<file path="config.mk">
export PLATFORM = sky130hd
export DESIGN_NAME = alu_rr_arbiter
export DESIGN_NICKNAME = d
export VERILOG_FILES = /design/src/rtl/alu_rr_arbiter.sv
export SDC_FILE = /design/constraint.sdc
export NUM_CORES = 1
export LEC_CHECK = 0
export BUFFER_PORTS_ARGS = -buffer_cell sky130_fd_sc_hd__buf_2
export CAP_MARGIN = 25
export CORE_ASPECT_RATIO = 0.7
export CORE_MARGIN = 3
export CORE_UTILIZATION = 48
export DETAILED_ROUTE_END_ITERATION = 8
export GPL_TIMING_DRIVEN = 0
export PLACE_DENSITY_LB_ADDON = 0.1
export SYNTH_ARGS = -nofsm -noshare
export SYNTH_HDL_FRONTEND = slang
export SYNTH_SLANG_ARGS = --single-unit
</file>
<file path="constraint.sdc">
create_clock -name i_clk -period 2.8 [get_ports i_clk]
set_input_delay 0.28 -clock i_clk [delete_from_list [all_inputs] [get_ports i_clk]]
set_output_delay 0.28 -clock i_clk [all_outputs]
set_load 0.02 [all_outputs]
</file>
<file path="src/rtl/alu_rr_arbiter.sv">
// alu_rr_arbiter: shares one ALU between two command sources.
// Arbitrates round-robin, latches the winner's opcode and operands onto the
// ALU inputs, waits ALU_LATENCY cycles, then captures the result and pulses
// done to the requester that owns the operation.
module alu_rr_arbiter #(
  parameter int NB_DATA     = 8,
  parameter int NB_OPCODE   = 6,
  parameter int ALU_LATENCY = 1   // legal range 1..15
) (
  input  logic                 i_clk,
  input  logic                 i_reset,
  input  logic                 i_req0,
  input  logic [NB_OPCODE-1:0] i_opcode0,
  input  logic [NB_DATA-1:0]   i_op_a0,
  input  logic [NB_DATA-1:0]   i_op_b0,
  output logic                 o_gnt0,
  output logic                 o_done0,
  input  logic                 i_req1,
  input  logic [NB_OPCODE-1:0] i_opcode1,
  input  logic [NB_DATA-1:0]   i_op_a1,
  input  logic [NB_DATA-1:0]   i_op_b1,
  output logic                 o_gnt1,
  output logic                 o_done1,
  output logic [NB_OPCODE-1:0] o_alu_opcode,
  output logic [NB_DATA-1:0]   o_alu_op_A,
  output logic [NB_DATA-1:0]   o_alu_op_B,
  input  logic [NB_DATA-1:0]   i_alu_result,
  output logic [NB_DATA-1:0]   o_result,
  output logic                 o_busy
);

  localparam logic [0:0] IDLE = 1'b0;
  localparam logic [0:0] EXEC = 1'b1;

  // Counter is loaded with LATENCY-1 so that the capture happens on the
  // LATENCY-th EXEC cycle.
  localparam logic [3:0] LAT_LOAD = 4'(ALU_LATENCY - 1);

  logic [0:0]           state_reg;
  logic [3:0]           cnt_reg;
  logic                 owner_reg;
  logic                 last_reg;
  logic [1:0]           gnt_reg;
  logic [1:0]           gnt_next;
  logic [1:0]           done_reg;
  logic [1:0]           done_next;
  logic [NB_OPCODE-1:0] alu_opcode_reg;
  logic [NB_DATA-1:0]   alu_a_reg;
  logic [NB_DATA-1:0]   alu_b_reg;
  logic [NB_DATA-1:0]   result_reg;

  logic [1:0]           req_vec;
  logic                 grant_valid;
  logic                 winner;
  logic                 issue;
  logic                 finish;
  logic [NB_OPCODE-1:0] sel_opcode;
  logic [NB_DATA-1:0]   sel_a;
  logic [NB_DATA-1:0]   sel_b;

  assign req_vec = {i_req1, i_req0};

  // Round-robin pick: a tie goes to the requester that was not served last.
  always_comb begin
    grant_valid = 1'b0;
    winner      = 1'b0;
    if (req_vec == 2'b11) begin
      grant_valid = 1'b1;
      winner      = ~last_reg;
    end else if (req_vec[0]) begin
      grant_valid = 1'b1;
      winner      = 1'b0;
    end else if (req_vec[1]) begin
      grant_valid = 1'b1;
      winner      = 1'b1;
    end
  end

  // Requests are only looked at in IDLE; EXEC ignores them entirely.
  assign issue  = (state_reg == IDLE) && grant_valid;
  assign finish = (state_reg == EXEC) && (cnt_reg == 4'd0);

  assign sel_opcode = winner ? i_opcode1 : i_opcode0;
  assign sel_a      = winner ? i_op_a1   : i_op_a0;
  assign sel_b      = winner ? i_op_b1   : i_op_b0;

  // Per-requester pulse decode: gnt for the winner on issue, done for the
  // owner on capture.
  for (genvar gi = 0; gi < 2; gi++) begin : g_pulse
    assign gnt_next[gi]  = issue  && (winner    == 1'(gi));
    assign done_next[gi] = finish && (owner_reg == 1'(gi));
  end

  // FSM, latency counter and ownership bookkeeping.
  always_ff @(posedge i_clk) begin
    if (i_reset) begin
      state_reg <= IDLE;
      cnt_reg   <= 4'd0;
      owner_reg <= 1'b0;
      last_reg  <= 1'b1;
    end else if (state_reg == IDLE) begin
      if (grant_valid) begin
        state_reg <= EXEC;
        cnt_reg   <= LAT_LOAD;
        owner_reg <= winner;
      end
    end else begin
      if (cnt_reg != 4'd0) begin
        cnt_reg <= cnt_reg - 4'd1;
      end else begin
        last_reg  <= owner_reg;
        state_reg <= IDLE;
      end
    end
  end

  // One-cycle grant and done pulses.
  always_ff @(posedge i_clk) begin
    if (i_reset) begin
      gnt_reg  <= 2'b00;
      done_reg <= 2'b00;
    end else begin
      gnt_reg  <= gnt_next;
      done_reg <= done_next;
    end
  end

  // ALU input registers: load on issue, otherwise hold the last command.
  always_ff @(posedge i_clk) begin
    if (i_reset) begin
      alu_opcode_reg <= '0;
      alu_a_reg      <= '0;
      alu_b_reg      <= '0;
    end else if (issue) begin
      alu_opcode_reg <= sel_opcode;
      alu_a_reg      <= sel_a;
      alu_b_reg      <= sel_b;
    end
  end

  // Result capture at the end of the latency window; held until the next one.
  always_ff @(posedge i_clk) begin
    if (i_reset) begin
      result_reg <= '0;
    end else if (finish) begin
      result_reg <= i_alu_result;
    end
  end

  assign o_gnt0       = gnt_reg[0];
  assign o_gnt1       = gnt_reg[1];
  assign o_done0      = done_reg[0];
  assign o_done1      = done_reg[1];
  assign o_alu_opcode = alu_opcode_reg;
  assign o_alu_op_A   = alu_a_reg;
  assign o_alu_op_B   = alu_b_reg;
  assign o_result     = result_reg;
  assign o_busy       = (state_reg == EXEC);

endmodule

</file>
======== Word-level counts from Yosys, hierarchy flattened ========
Index checks and enable logic that the tools add are counted.
cells by class
  add/subtract/negate cells ............... 1
  $mul .................................... 0
  div/mod/pow operators ................... 0
  order comparisons ....................... 0
  equality and inequality tests ........... 2
  shifts and indexed selects .............. 0
  multiplexer cells ....................... 14
  bitwise operators ....................... 5
  reductions and logical operators ........ 12
operators with widths
  cell                   number
  $mux W8                2
  $mux W4                3
  $mux W1                8
  $logic_and A1 B1 Y1    6
  $mux W6                1
  $reduce_and A2 Y1      3
  $not A1 Y1             5
  $logic_not A4 Y1       1
  $reduce_bool A4 Y1     1
  $sub A4 B1 Y4 const B  1
  $eq A2 B2 Y1 const B   1
  $ne A2 B1 Y1 const B   1
  $reduce_bool A2 Y1     1
storage, ports and cells
  register bits ........................... 41
  latch bits .............................. 0
  RAM bits ................................ 0
  memory bits (read-only) ................. 0
  input bits .............................. 56
  output and inout bits ................... 35
  word-level logic and storage cells ...... 44
  memories ................................ 0

======== Logic depth before layout (Yosys ltp) ========
Gate-level depths: netlist (run 1).
  depth after elaboration ................. 5
  depth in mapped cells ................... 6
  mapped depth without buffers ............ 5

======== Worst setup path before layout (run 1) ========
No wires, ideal clock.
  path type ............................... register -> register
  start point ............................. reg state_reg (netlist: o_busy)
  end point ............................... reg alu_a_reg[4] (netlist: o_alu_op_A[4])
  setup time .............................. 0.123 ns
  data arrival time ....................... 1.373 ns
  data required time ...................... 2.677 ns
  path slack .............................. 1.304 ns
  cell stages (with the launch flop) ...... 7
  buffers on the path ..................... 3
  period minus slack after synthesis ...... 1.496 ns
  cell sequence ........................... dfxtp_1 > buf_6 > o21ba_4 > buf_6 > buf_12 > nor3b_2 > a221o_2
on the way
  cells in the longest elaborated chain, start to end .. 2
ends and longest elaborated chain
  item                      line  source
  start: declaration        39    logic [0:0] state_reg;
  start signal: assignment  97    state_reg <= IDLE;
  start signal: assignment  103   state_reg <= EXEC;
  start signal: assignment  112   state_reg <= IDLE;
  $not A1 Y1 (no line)      n/a
  $logic_and A1 B1 Y1       80    assign issue = (state_reg == IDLE) && grant_valid;
  end signal: assignment    136   alu_a_reg <= sel_a;
  end: declaration          48    logic [NB_DATA-1:0] alu_a_reg;
Every way passes these cells.
A chain may end at the register's enable or synchronous reset.

======== Worst setup path after layout (run 1) ========
  start point ............................. reg cnt_reg[0]
  end point ............................... reg cnt_reg[1]
on the way
  cells in the longest elaborated chain, start to end .. 3
  elaborated cells between the ends (all ways) .. 6
  those cells by class .................... add/sub: 1; eq/ne: 1; mux: 2; reduce/logical: 2
ends and longest elaborated chain
  item                                                        line      source
  start: declaration                                          40        logic [3:0] cnt_reg;
  start signal: assignment                                    109       cnt_reg <= cnt_reg - 4'd1;
  $sub A4 B1 Y4 / $reduce_bool A4 Y1 (equally long branches)  109, 108
  $mux W4 / $ne A2 B1 Y1 (equally long branches)              n/a
  $mux W4 / $reduce_and A2 Y1 (equally long branches)         n/a
Parallel ways exist; a longest one is shown, timed or not. The select of a mux whose other input is x is not followed.

==> results.sh, run 1 <==
export IMPL_status="finished clean"
export IMPL_gr_total_overflow=0
export IMPL_r2r_slack_ns=1.16
export IMPL_num_nets_final=298
export IMPL_power_total_w=0.00133
export IMPL_grt_usage_pct=19.9
export IMPL_worstSetupEndpointType="flip-flop"
export IMPL_synthTopCellsByArea="dfxtp_1 (46%), nor3b_2 (12%), a221o_1 (10%)"
export IMPL_slowest_stage="o31ai_1"
export IMPL_grt_pass1_wl_mm=7.00
export IMPL_seqPwrFrac_pct=48.9
export IMPL_synthArstFlopShare_pct=0
export IMPL_arrival_ns=1.82
export IMPL_power_internal_w=0.000958
export IMPL_path_buf_inv=2
export IMPL_min_period_ns=1.64
export IMPL_tritoncts="done"
export IMPL_cts_buffer_depth=2
export IMPL_final_cell_area_um2=2370
export IMPL_postPlaceCellArea_um2=2270
export IMPL_crit_fanout=5
export IMPL_route_detailed_drc=0
export IMPL_cts_buffers=5
export IMPL_drt_wirelength_per_cell_um=14.6
export IMPL_die_area_um2=4460
export IMPL_cts_setup_buffers=0
export IMPL_totalNegativeSetupSlack_ns=0
export IMPL_crit_path_start_kind="flip-flop"
export IMPL_drv_cap=0
export IMPL_grt_pass1_vias=1572
export IMPL_fin_skew_ns=0.00683
export IMPL_initialDrtViolationCount=47
export IMPL_syn_to_final_growth_pct=34.0
export IMPL_ant_nets=0
export IMPL_syn_inst=145
export IMPL_syn_area_um2=1770
export IMPL_synth_fp_nets=202
export IMPL_period_share_pct=58.6
export IMPL_cts_root_buffer="clkbuf_8"
export IMPL_switching_power_w=0.000373
export IMPL_ys_ff_latch=41
export IMPL_maxSlewViolCount=0
export IMPL_comb_power_share_pct=20.8
export IMPL_hold_viol=0
export IMPL_whs_ns=0.206
export IMPL_cpMostUsedCell="inv_1"
export IMPL_die_width_um=78.5
export IMPL_vdd_drop_max_mv=0.387
export IMPL_crit_type="reg -> reg"
export IMPL_start_util_pct=52.9
export IMPL_die_y_um=56.8
export IMPL_synth_top_area_share_pct=46.4
export IMPL_finalSetupViolations=0
export IMPL_p_per_area_nw_per_um2=562
export IMPL_ctsHoldBuffers=0
export IMPL_place_hpwl_mm=3.30
export IMPL_p_leak_nw=1.11
export IMPL_hold_class="in -> reg"
export IMPL_path_clk_slew_ns=0.08
export IMPL_io_buffers=89
export IMPL_vias_per_cell=5.27
export IMPL_yosysTopAreaCell="dfxtp_1"
export IMPL_clkPwrFrac_pct=30.3
export IMPL_coreArea_um2=3340
export IMPL_fillerInstances=282
export IMPL_drt_wl_total_mm=4.21
export IMPL_worstPathRequired_ns=2.98
export IMPL_slew_headroom_pct=52.1
export IMPL_synth_seq_area_share_pct=46.4
export IMPL_num_antenna_cells=0
export IMPL_max_slew_worst_pin_slew_ns=0.714
export IMPL_switching_share_pct=28.1
export IMPL_cts_max_level=2
export IMPL_syn_avg_cell_area_um2=12.2
export IMPL_max_freq_mhz=609
export IMPL_drive_gt1_share_pct=56.6
export IMPL_synth_distinct_cells=33
export IMPL_boundaryPins=91
export IMPL_cts_resized=0
export IMPL_gp_congestion=0.715
export IMPL_crit_path_max_incr_delay_ns=0.43
export IMPL_antenna_found_initial=0
export IMPL_dr_pass1_iters=4
export IMPL_synth_edf_count=0
export IMPL_yosys_warnings=0
export IMPL_num_rows=17
export IMPL_crit_path_cell_trace="inv_1 -> ha_1 -> inv_1 -> o31ai_1 -> mux2_2"
export IMPL_grt_setup_unrepaired="no"
export IMPL_grt_max_degree=14
export IMPL_cp_top_family="compound AO/OA/AOI/OAI gates"
export IMPL_clkLatencyLatePin_ns=0.29
export IMPL_finish_utilization_pct=70.9
export IMPL_vias=1523
export IMPL_cts_sinks=41
export IMPL_ys_flop_type="dfxtp_1"
[stage by stage]
stage	worst slack (ns)	std cells
floorplan	1.30	145
global placement	1.24	281
detailed placement	1.17	281
CTS	1.15	289
global route	1.04	289
finish	1.16	289
[layer usage]
layer / global-route usage [%] / share of wire (%) / wire length (um) / vias to the layer above
li1: - / - / - / 758
met1: 23.1 / 44 / 1870 / 701
met2: 33.0 / 46 / 1920 / 62
met3: 7.85 / 9.3 / 392 / 2
met4: 7.73 / 0.66 / 28 / 0
met5: 0 / 0 / 0 / -
[power by group through the flow]
stage	Clock, W	Sequential, W	Combinational, W
2_1_floorplan	0	0.000717	0.000121
3_3_place_gp	0	0.000661	0.000273
3_5_place_dp	0	0.000665	0.000279
4_1_cts	0.000413	0.000651	0.000280
5_1_grt	0.000441	0.000656	0.000300
6_report	0.000403	0.000651	0.000277
[layout by cell type (no fill, tap or decap), types with 2 or more instances in the layout]
cell	count
a221o_1	18
clkbuf_8	6
nor3b_2	17
inv_1	6
and2_1	2
nor2_1	4
o21ai_0	2
a21oi_1	3
a2111oi_4	2
nor3_1	3
buf_6	5
mux2_2	2
nor3b_1	5
dfxtp_1	41
buf_2	95
a22o_1	8
a221o_2	4
[final timing paths]
kind,startpoint,end,depth (start not counted)
max,cnt_reg[0]$_SDFFE_PP0P_,cnt_reg[1]$_SDFFE_PP0P_,5
min,i_alu_result[5],o_result[5]$_SDFFE_PP0P_,2
max reg2reg,cnt_reg[0]$_SDFFE_PP0P_,cnt_reg[1]$_SDFFE_PP0P_,5
min reg2reg,o_result[4]$_SDFFE_PP0P_,o_result[4]$_SDFFE_PP0P_,1
[logic make-up (layout without fill, tap and decap cells)]
group           after synthesis  after routing  synth area share (%)
compound gates               45             45                  25.2
fa+ha+maj                     1              1                 0.708
buf+inv                      20            117                  7.71
flops                        41             41                  46.4
mux                           2              2                  1.27
simple gates                 36             36                  18.7
[area by class of cell]
cell class              count  area, um^2  area share (%)
well taps                  47        58.8            2.48
clock buffers               6        82.6            3.49
repair buffers             89         445            18.8
inverters                   7        26.3            1.11
flip-flops and latches     41         821            34.7
plain buffers              13         110            4.65
clock inverters             2        13.8           0.581
multi-input cells          84         811            34.2
[synthesized netlist by cell type (all sizes together), types with 2 or more instances]
master / number
inv: 7
nor3: 3
mux2: 2
a21oi: 3
dfxtp: 41
buf: 12
and2: 2
nor3b: 22
a22o: 8
a2111oi: 2
o21ai: 2
a221o: 22
nor2: 4
nor4: 2
No activity file was read; power rests on OpenSTA's default activity.
==> run 2, diff against run 1 <==
- ABC_AREA: default -> 1
- CORE_UTILIZATION: 48 -> 41
- clock period: 2.8 -> 1.5 ns (I/O delays scaled with it)
==> run 2 against run 1 <==
Clock power rose by 110%. Critical path type unchanged. Global-route usage is 3.2 points lower. Critical endpoint is now last_reg$_SDFFE_PP1P_. Sequential power is 89% higher. Die area rose by 18%. Highest routed layer unchanged. Hold slack worse by 0.15 ns.
==> results.sh, run 2 <==
export IMPL_status="finished clean"
export IMPL_synth_edf_count=0
export IMPL_boundaryPins=91
export IMPL_power_total_w=0.00266
export IMPL_vdd_drop_max_mv=0.692
export IMPL_syn_to_final_growth_pct=34.7
export IMPL_crit_path_max_incr_delay_ns=0.32
export IMPL_vias=1769
export IMPL_grt_setup_unrepaired="yes"
export IMPL_seqPwrFrac_pct=46.4
export IMPL_worstSetupEndpointType="flip-flop"
export IMPL_path_buf_inv=2
export IMPL_p_per_area_nw_per_um2=1090
export IMPL_dr_pass1_iters=4
export IMPL_synth_commonest_cells="nand2_1 (81), dfxtp_1 (41), nand3_1 (39)"
export IMPL_die_area_um2=5260
export IMPL_r2r_slack_ns=0.13
export IMPL_cts_buffers=5
export IMPL_reg2reg_to="last_reg$_SDFFE_PP1P_"
export IMPL_max_slew_worst_pin_slew_ns=0.686
export IMPL_hold_viol=0
export IMPL_drive_gt1_share_pct=39.9
export IMPL_cpMostUsedCell="nor2_1"
export IMPL_gp_congestion=0.748
export IMPL_cts_root_buffer="clkbuf_8"
export IMPL_synth_top_area_share_pct=45.4
export IMPL_gr_total_overflow=0
export IMPL_synth_distinct_cells=25
export IMPL_grt_max_degree=13
export IMPL_io_buffers=89
export IMPL_comb_power_share_pct=22.0
export IMPL_finalSetupViolations=0
export IMPL_fillerInstances=396
export IMPL_cp_top_family="simple AND/OR/NAND/NOR gates"
export IMPL_worst_hold_startpoint="i_op_b0[2]"
export IMPL_cts_buffer_depth=2
export IMPL_hold_depth=3
export IMPL_finish_utilization_pct=59.6
export IMPL_hold_class="in -> reg"
export IMPL_drv_cap=0
export IMPL_cts_max_level=2
export IMPL_power_internal_w=0.00189
export IMPL_hold_end="o_alu_op_B[2]$_SDFFE_PP0P_"
export IMPL_synthTopCellsByArea="dfxtp_1 (45%), nand2_1 (17%), nand3_1 (11%)"
export IMPL_switching_share_pct=28.9
export IMPL_ctsHoldBuffers=0
export IMPL_antenna_found_initial=0
export IMPL_final_cell_area_um2=2440
export IMPL_grt_pass1_wl_mm=6.81
export IMPL_path_clk_slew_ns=0.07
export IMPL_drt_wl_total_mm=4.45
export IMPL_ant_nets=0
export IMPL_yosys_warnings=0
export IMPL_fin_skew_ns=0.00164
export IMPL_slew_headroom_pct=54.3
export IMPL_clkPwrFrac_pct=31.6
export IMPL_period_share_pct=91.6
export IMPL_path_depth=7
export IMPL_yosysMostFrequentCell="nand2_1"
export IMPL_die_y_um=61.6
export IMPL_clkLatencyLatePin_ns=0.29
export IMPL_synth_fp_nets=289
export IMPL_grt_pass1_vias=1498
export IMPL_initialDrtViolationCount=87
export IMPL_ys_flop_type="dfxtp_1"
export IMPL_syn_inst=232
export IMPL_crit_type="reg -> reg"
export IMPL_fin_ws_ns=0.126
export IMPL_arrival_ns=1.56
export IMPL_pre_cts_ws_ns=0.0175
export IMPL_drt_wirelength_per_cell_um=11.7
export IMPL_cts_setup_buffers=0
export IMPL_worstPathRequired_ns=1.68
export IMPL_layout_commonest_cell="buf_2"
export IMPL_vias_per_cell=4.66
export IMPL_p_leak_nw=1.23
export IMPL_yosysTopAreaCell="dfxtp_1"
export IMPL_tritoncts="done"
export IMPL_ys_ff_latch=41
export IMPL_crit_fanout=10
export IMPL_max_freq_mhz=728
export IMPL_place_hpwl_mm=3.37
export IMPL_synth_seq_area_share_pct=45.4
export IMPL_die_width_um=85.4
export IMPL_slowest_stage="dfxtp_1"
export IMPL_postPlaceCellArea_um2=2320
export IMPL_switching_power_w=0.000770
export IMPL_r2r_start="cnt_reg[0]$_SDFFE_PP0P_"
export IMPL_crit_path_start_kind="flip-flop"
export IMPL_crit_path_cell_trace="inv_1 -> ha_2 -> nand3_4 -> inv_6 -> nand2_1 -> nor2_1 -> nor2_1"
export IMPL_syn_area_um2=1810
export IMPL_syn_avg_cell_area_um2=7.79
export IMPL_synthArstFlopShare_pct=0
export IMPL_min_period_ns=1.37
export IMPL_totalNegativeSetupSlack_ns=0
export IMPL_num_nets_final=385
export IMPL_maxSlewViolCount=0
export IMPL_final_cell_mix="buf_2 (91), nand2_1 (81), dfxtp_1 (41)"
export IMPL_grt_usage_pct=16.8
export IMPL_coreArea_um2=4090
export IMPL_cts_sinks=41
export IMPL_route_detailed_drc=0
export IMPL_num_antenna_cells=0
export IMPL_num_rows=19
export IMPL_start_util_pct=44.2
export IMPL_rr_worst_depth=7
[run 2: changes by cell type after synthesis, moves of 6 or more]
cell	before	now
nor2_1	4	10
a21oi_2	0	7
a221o_1	18	0
nand3_1	0	39
a22o_1	8	0
nand2_1	1	81
nand2_4	0	6
nor3b_2	17	0
a21oi_1	3	15
[run 2: worst reg2reg max path: cells and delay by family, from the launching register on]
family	cells	cell delay (ns)
buffers and inverters	2	0.25
adder cells (fa/ha/maj)	1	0.25
AND/OR/NAND/NOR	4	0.45
flip-flops	1	0.32
[run 2: through the flow]
stage | cells | hold slack [ns]
2_1_floorplan | 232 | 0.263
3_5_place_dp | 373 | 0.353
3_3_place_gp | 373 | 0.348
6_report | 380 | 0.0546
4_1_cts | 380 | 0.0469
5_1_grt | 380 | 0.0475
[run 2: area by class of cell]
type | count | area [um^2] | area share (%)
Buffer | 11 | 93.8 | 3.85
Tap cell | 52 | 65.1 | 2.67
Timing Repair Buffer | 89 | 445 | 18.3
Clock buffer | 5 | 68.8 | 2.82
Multi-Input combinational cell | 172 | 872 | 35.8
Inverter | 8 | 35.0 | 1.44
Sequential cell | 41 | 821 | 33.7
Clock inverter | 2 | 35.0 | 1.44
[run 2: per-layer routing]
metal,wire length (um),vias to the layer above,GRT usage [%],part of all wire [%]
li1,-,941,-,-
met1,2110,766,22.7,48
met2,1900,57,24.3,43
met3,384,5,6.28,8.6
met4,53,0,6.77,1.2
met5,0,-,0,0
[run 2: worst max-delay path by stage]
stage | startpoint | end | slack [ns]
after global routing | cnt_reg[0]$_SDFFE_PP0P_ | cnt_reg[0]$_SDFFE_PP0P_ | 0.001
after global placement | cnt_reg[0]$_SDFFE_PP0P_ | last_reg$_SDFFE_PP1P_ | 0.004
after detailed placement | cnt_reg[0]$_SDFFE_PP0P_ | last_reg$_SDFFE_PP1P_ | 0.02
after CTS | cnt_reg[0]$_SDFFE_PP0P_ | last_reg$_SDFFE_PP1P_ | 0.06
final | cnt_reg[0]$_SDFFE_PP0P_ | last_reg$_SDFFE_PP1P_ | 0.13
after floorplan | cnt_reg[0]$_SDFFE_PP0P_ | last_reg$_SDFFE_PP1P_ | 0.25
[run 2: cells by family (layout without fill, tap and decap cells)]
group / count (synthesis) / in the layout / share of synthesized area (%)
and+or+nand+nor: 146 / 146 / 37.8
DFF: 41 / 41 / 45.4
AOI/OAI and AO/OA: 24 / 24 / 8.72
buffers and inverters: 19 / 115 / 6.92
adders and majority gates: 1 / 1 / 0.692
xor gates and xnor gates: 1 / 1 / 0.485
[run 2: power groups by stage]
stage	clock, W	combinational, W	sequential (W)
after global routing	0.000918	0.000645	0.00124
after CTS	0.000861	0.000587	0.00123
after detailed placement	0	0.000585	0.00126
after floorplan	0	0.000264	0.00136
final	0.000841	0.000584	0.00123
after global placement	0	0.000583	0.00126
[run 2: timing repair]
item | in CTS | in global routing
setup endpoints to repair | 1 | 6
hold endpoints to repair | 0 | 0
resized for setup | 1 | 3
==> run 3, diff against run 2 <==
- RECOVER_POWER: default -> 100
==> run 3 against run 2 <==
Sequential power about the same. Fmax increased by 1.1%. Routed wire length increased by 0.43%. Power decreased by 1.7%. Worst setup slack improved by 0.015 ns. Via count increased by 0.11%.
==> results.sh, run 3 (synthesis results as in run 2) <==
export IMPL_final_cell_area_um2=2350
export IMPL_power_internal_w=0.00186
export IMPL_grt_setup_unrepaired="yes"
export IMPL_slew_headroom_pct=57.5
export IMPL_p_leak_nw=1.08
export IMPL_num_nets_final=385
export IMPL_boundaryPins=91
export IMPL_path_clk_slew_ns=0.07
export IMPL_die_y_um=61.6
export IMPL_gr_total_overflow=0
export IMPL_cts_setup_buffers=0
export IMPL_cts_buffer_depth=2
export IMPL_cts_root_buffer="clkbuf_8"
export IMPL_finalSetupViolations=0
export IMPL_status="finished clean"
export IMPL_fin_skew_ns=0.00280
export IMPL_crit_type="reg -> reg"
export IMPL_seqPwrFrac_pct=47.2
export IMPL_clkLatencyLatePin_ns=0.29
export IMPL_maxSlewViolCount=0
export IMPL_drt_wl_total_mm=4.47
export IMPL_die_area_um2=5260
export IMPL_io_buffers=89
export IMPL_die_width_um=85.4
export IMPL_cts_sinks=41
export IMPL_rr_worst_depth=7
export IMPL_ctsHoldBuffers=0
export IMPL_crit_start="cnt_reg[0]$_SDFFE_PP0P_"
export IMPL_grt_pass1_vias=1498
export IMPL_worstSetupEndpointType="flip-flop"
export IMPL_switching_power_w=0.000760
export IMPL_place_hpwl_mm=3.37
export IMPL_vdd_drop_max_mv=0.682
export IMPL_ant_nets=0
export IMPL_drv_cap=0
export IMPL_antenna_found_initial=0
export IMPL_max_freq_mhz=736
export IMPL_p_per_area_nw_per_um2=1110
export IMPL_syn_to_final_growth_pct=30.2
export IMPL_totalNegativeSetupSlack_ns=0
export IMPL_worstPathRequired_ns=1.68
export IMPL_final_cell_mix="nand2_1 (84), buf_2 (56), dfxtp_1 (41)"
export IMPL_hold_class="in -> reg"
export IMPL_grt_pass1_wl_mm=6.81
export IMPL_initialDrtViolationCount=97
export IMPL_vias_per_cell=4.66
export IMPL_postPlaceCellArea_um2=2320
export IMPL_layout_commonest_cell="nand2_1"
export IMPL_fillerInstances=428
export IMPL_cts_buffers=5
export IMPL_multi_input_area_um2=847
export IMPL_route_detailed_drc=0
export IMPL_start_util_pct=44.2
export IMPL_crit_fanout=10
export IMPL_cts_resized=1
export IMPL_grt_max_degree=13
export IMPL_r2r_slack_ns=0.14
export IMPL_drive_gt1_share_pct=27.7
export IMPL_hold_viol=0
export IMPL_vias=1771
export IMPL_min_period_ns=1.36
export IMPL_dr_pass1_iters=6
export IMPL_arrival_ns=1.54
export IMPL_num_rows=19
export IMPL_period_share_pct=90.5
export IMPL_gp_congestion=0.748
export IMPL_switching_share_pct=29.1
export IMPL_clkPwrFrac_pct=32.1
export IMPL_tritoncts="done"
export IMPL_reg2reg_to="last_reg$_SDFFE_PP1P_"
export IMPL_drt_wirelength_per_cell_um=11.8
export IMPL_r2r_start="cnt_reg[0]$_SDFFE_PP0P_"
export IMPL_coreArea_um2=4090
export IMPL_seqCellArea_um2=821
export IMPL_comb_power_share_pct=20.8
export IMPL_cts_max_level=2
export IMPL_crit_path_end="last_reg$_SDFFE_PP1P_"
export IMPL_max_slew_worst_pin_slew_ns=0.638
export IMPL_crit_path_start_kind="flip-flop"
export IMPL_grt_usage_pct=16.8
export IMPL_num_antenna_cells=0
## run 3: cell count changes in the layout (fill, tap and decap cells not counted), sizes merged
cell / delta
buf: -36
clkbuf: +36
## run 3: how the worst min path moves through the flow
stage	startpoint	to	slack, ns	cells after the start
detailed placement	i_op_b0[2]	o_alu_op_B[2]$_SDFFE_PP0P_	0.35	3
finish	i_op_b0[2]	o_alu_op_B[2]$_SDFFE_PP0P_	0.06	3
CTS	i_op_b0[2]	o_alu_op_B[2]$_SDFFE_PP0P_	0.05	3
global placement	i_op_b0[3]	o_alu_op_B[3]$_SDFFE_PP0P_	0.35	3
floorplan	i_op_a0[0]	o_alu_op_A[0]$_SDFFE_PP0P_	0.26	2
global route	i_op_a0[7]	o_alu_op_A[7]$_SDFFE_PP0P_	0.05	3
## run 3: power groups by stage
stage | sequential (W) | clock, W | combinational [W]
finish | 0.00123 | 0.000838 | 0.000543
floorplan | 0.00136 | 0 | 0.000264
detailed placement | 0.00126 | 0 | 0.000585
global placement | 0.00126 | 0 | 0.000583
CTS | 0.00123 | 0.000861 | 0.000587
global route | 0.00124 | 0.000918 | 0.000604
## run 3: per-stage QoR
| step | util, % | hold WS [ns] | cells | setup WS, ns | power [W] |
|---|---|---|---|---|---|
| after CTS | 59.4 | 0.0469 | 380 | 0.0600 | 0.00268 |
| after global routing | 57.6 | 0.0475 | 380 | 0.00112 | 0.00277 |
| final | 57.6 | 0.0559 | 380 | 0.142 | 0.00262 |
| after floorplan | - | 0.263 | 232 | 0.255 | 0.00163 |
| after global placement | 56.7 | 0.348 | 373 | 0.00402 | 0.00184 |
| after detailed placement | 56.7 | 0.353 | 373 | 0.0175 | 0.00184 |
## run 3: cell type report
type,instances,share of cell area (%)
plain buffers,11,3.45
multi-input cells,172,36.0
well taps,52,2.76
clock inverters,2,1.49
clock buffers,5,2.92
flip-flops and latches,41,34.9
inverters,8,1.49
repair buffers,89,17.1
## run 3: per-layer routing
layer | track usage (%) | up-vias | routed length (um)
met5 | 0 | - | 0
met4 | 6.77 | 0 | 53
met3 | 6.28 | 5 | 374
met2 | 24.3 | 54 | 1940
met1 | 22.7 | 769 | 2100
li1 | - | 943 | -
## run 3: critical path: stages (launching register included)
cell and delay [ns]:
dfxtp_1 0.32, inv_1 0.10, ha_2 0.25, nand3_4 0.17, inv_6 0.14, nand2_1 0.07, nor2_1 0.13, nor2_1 0.06
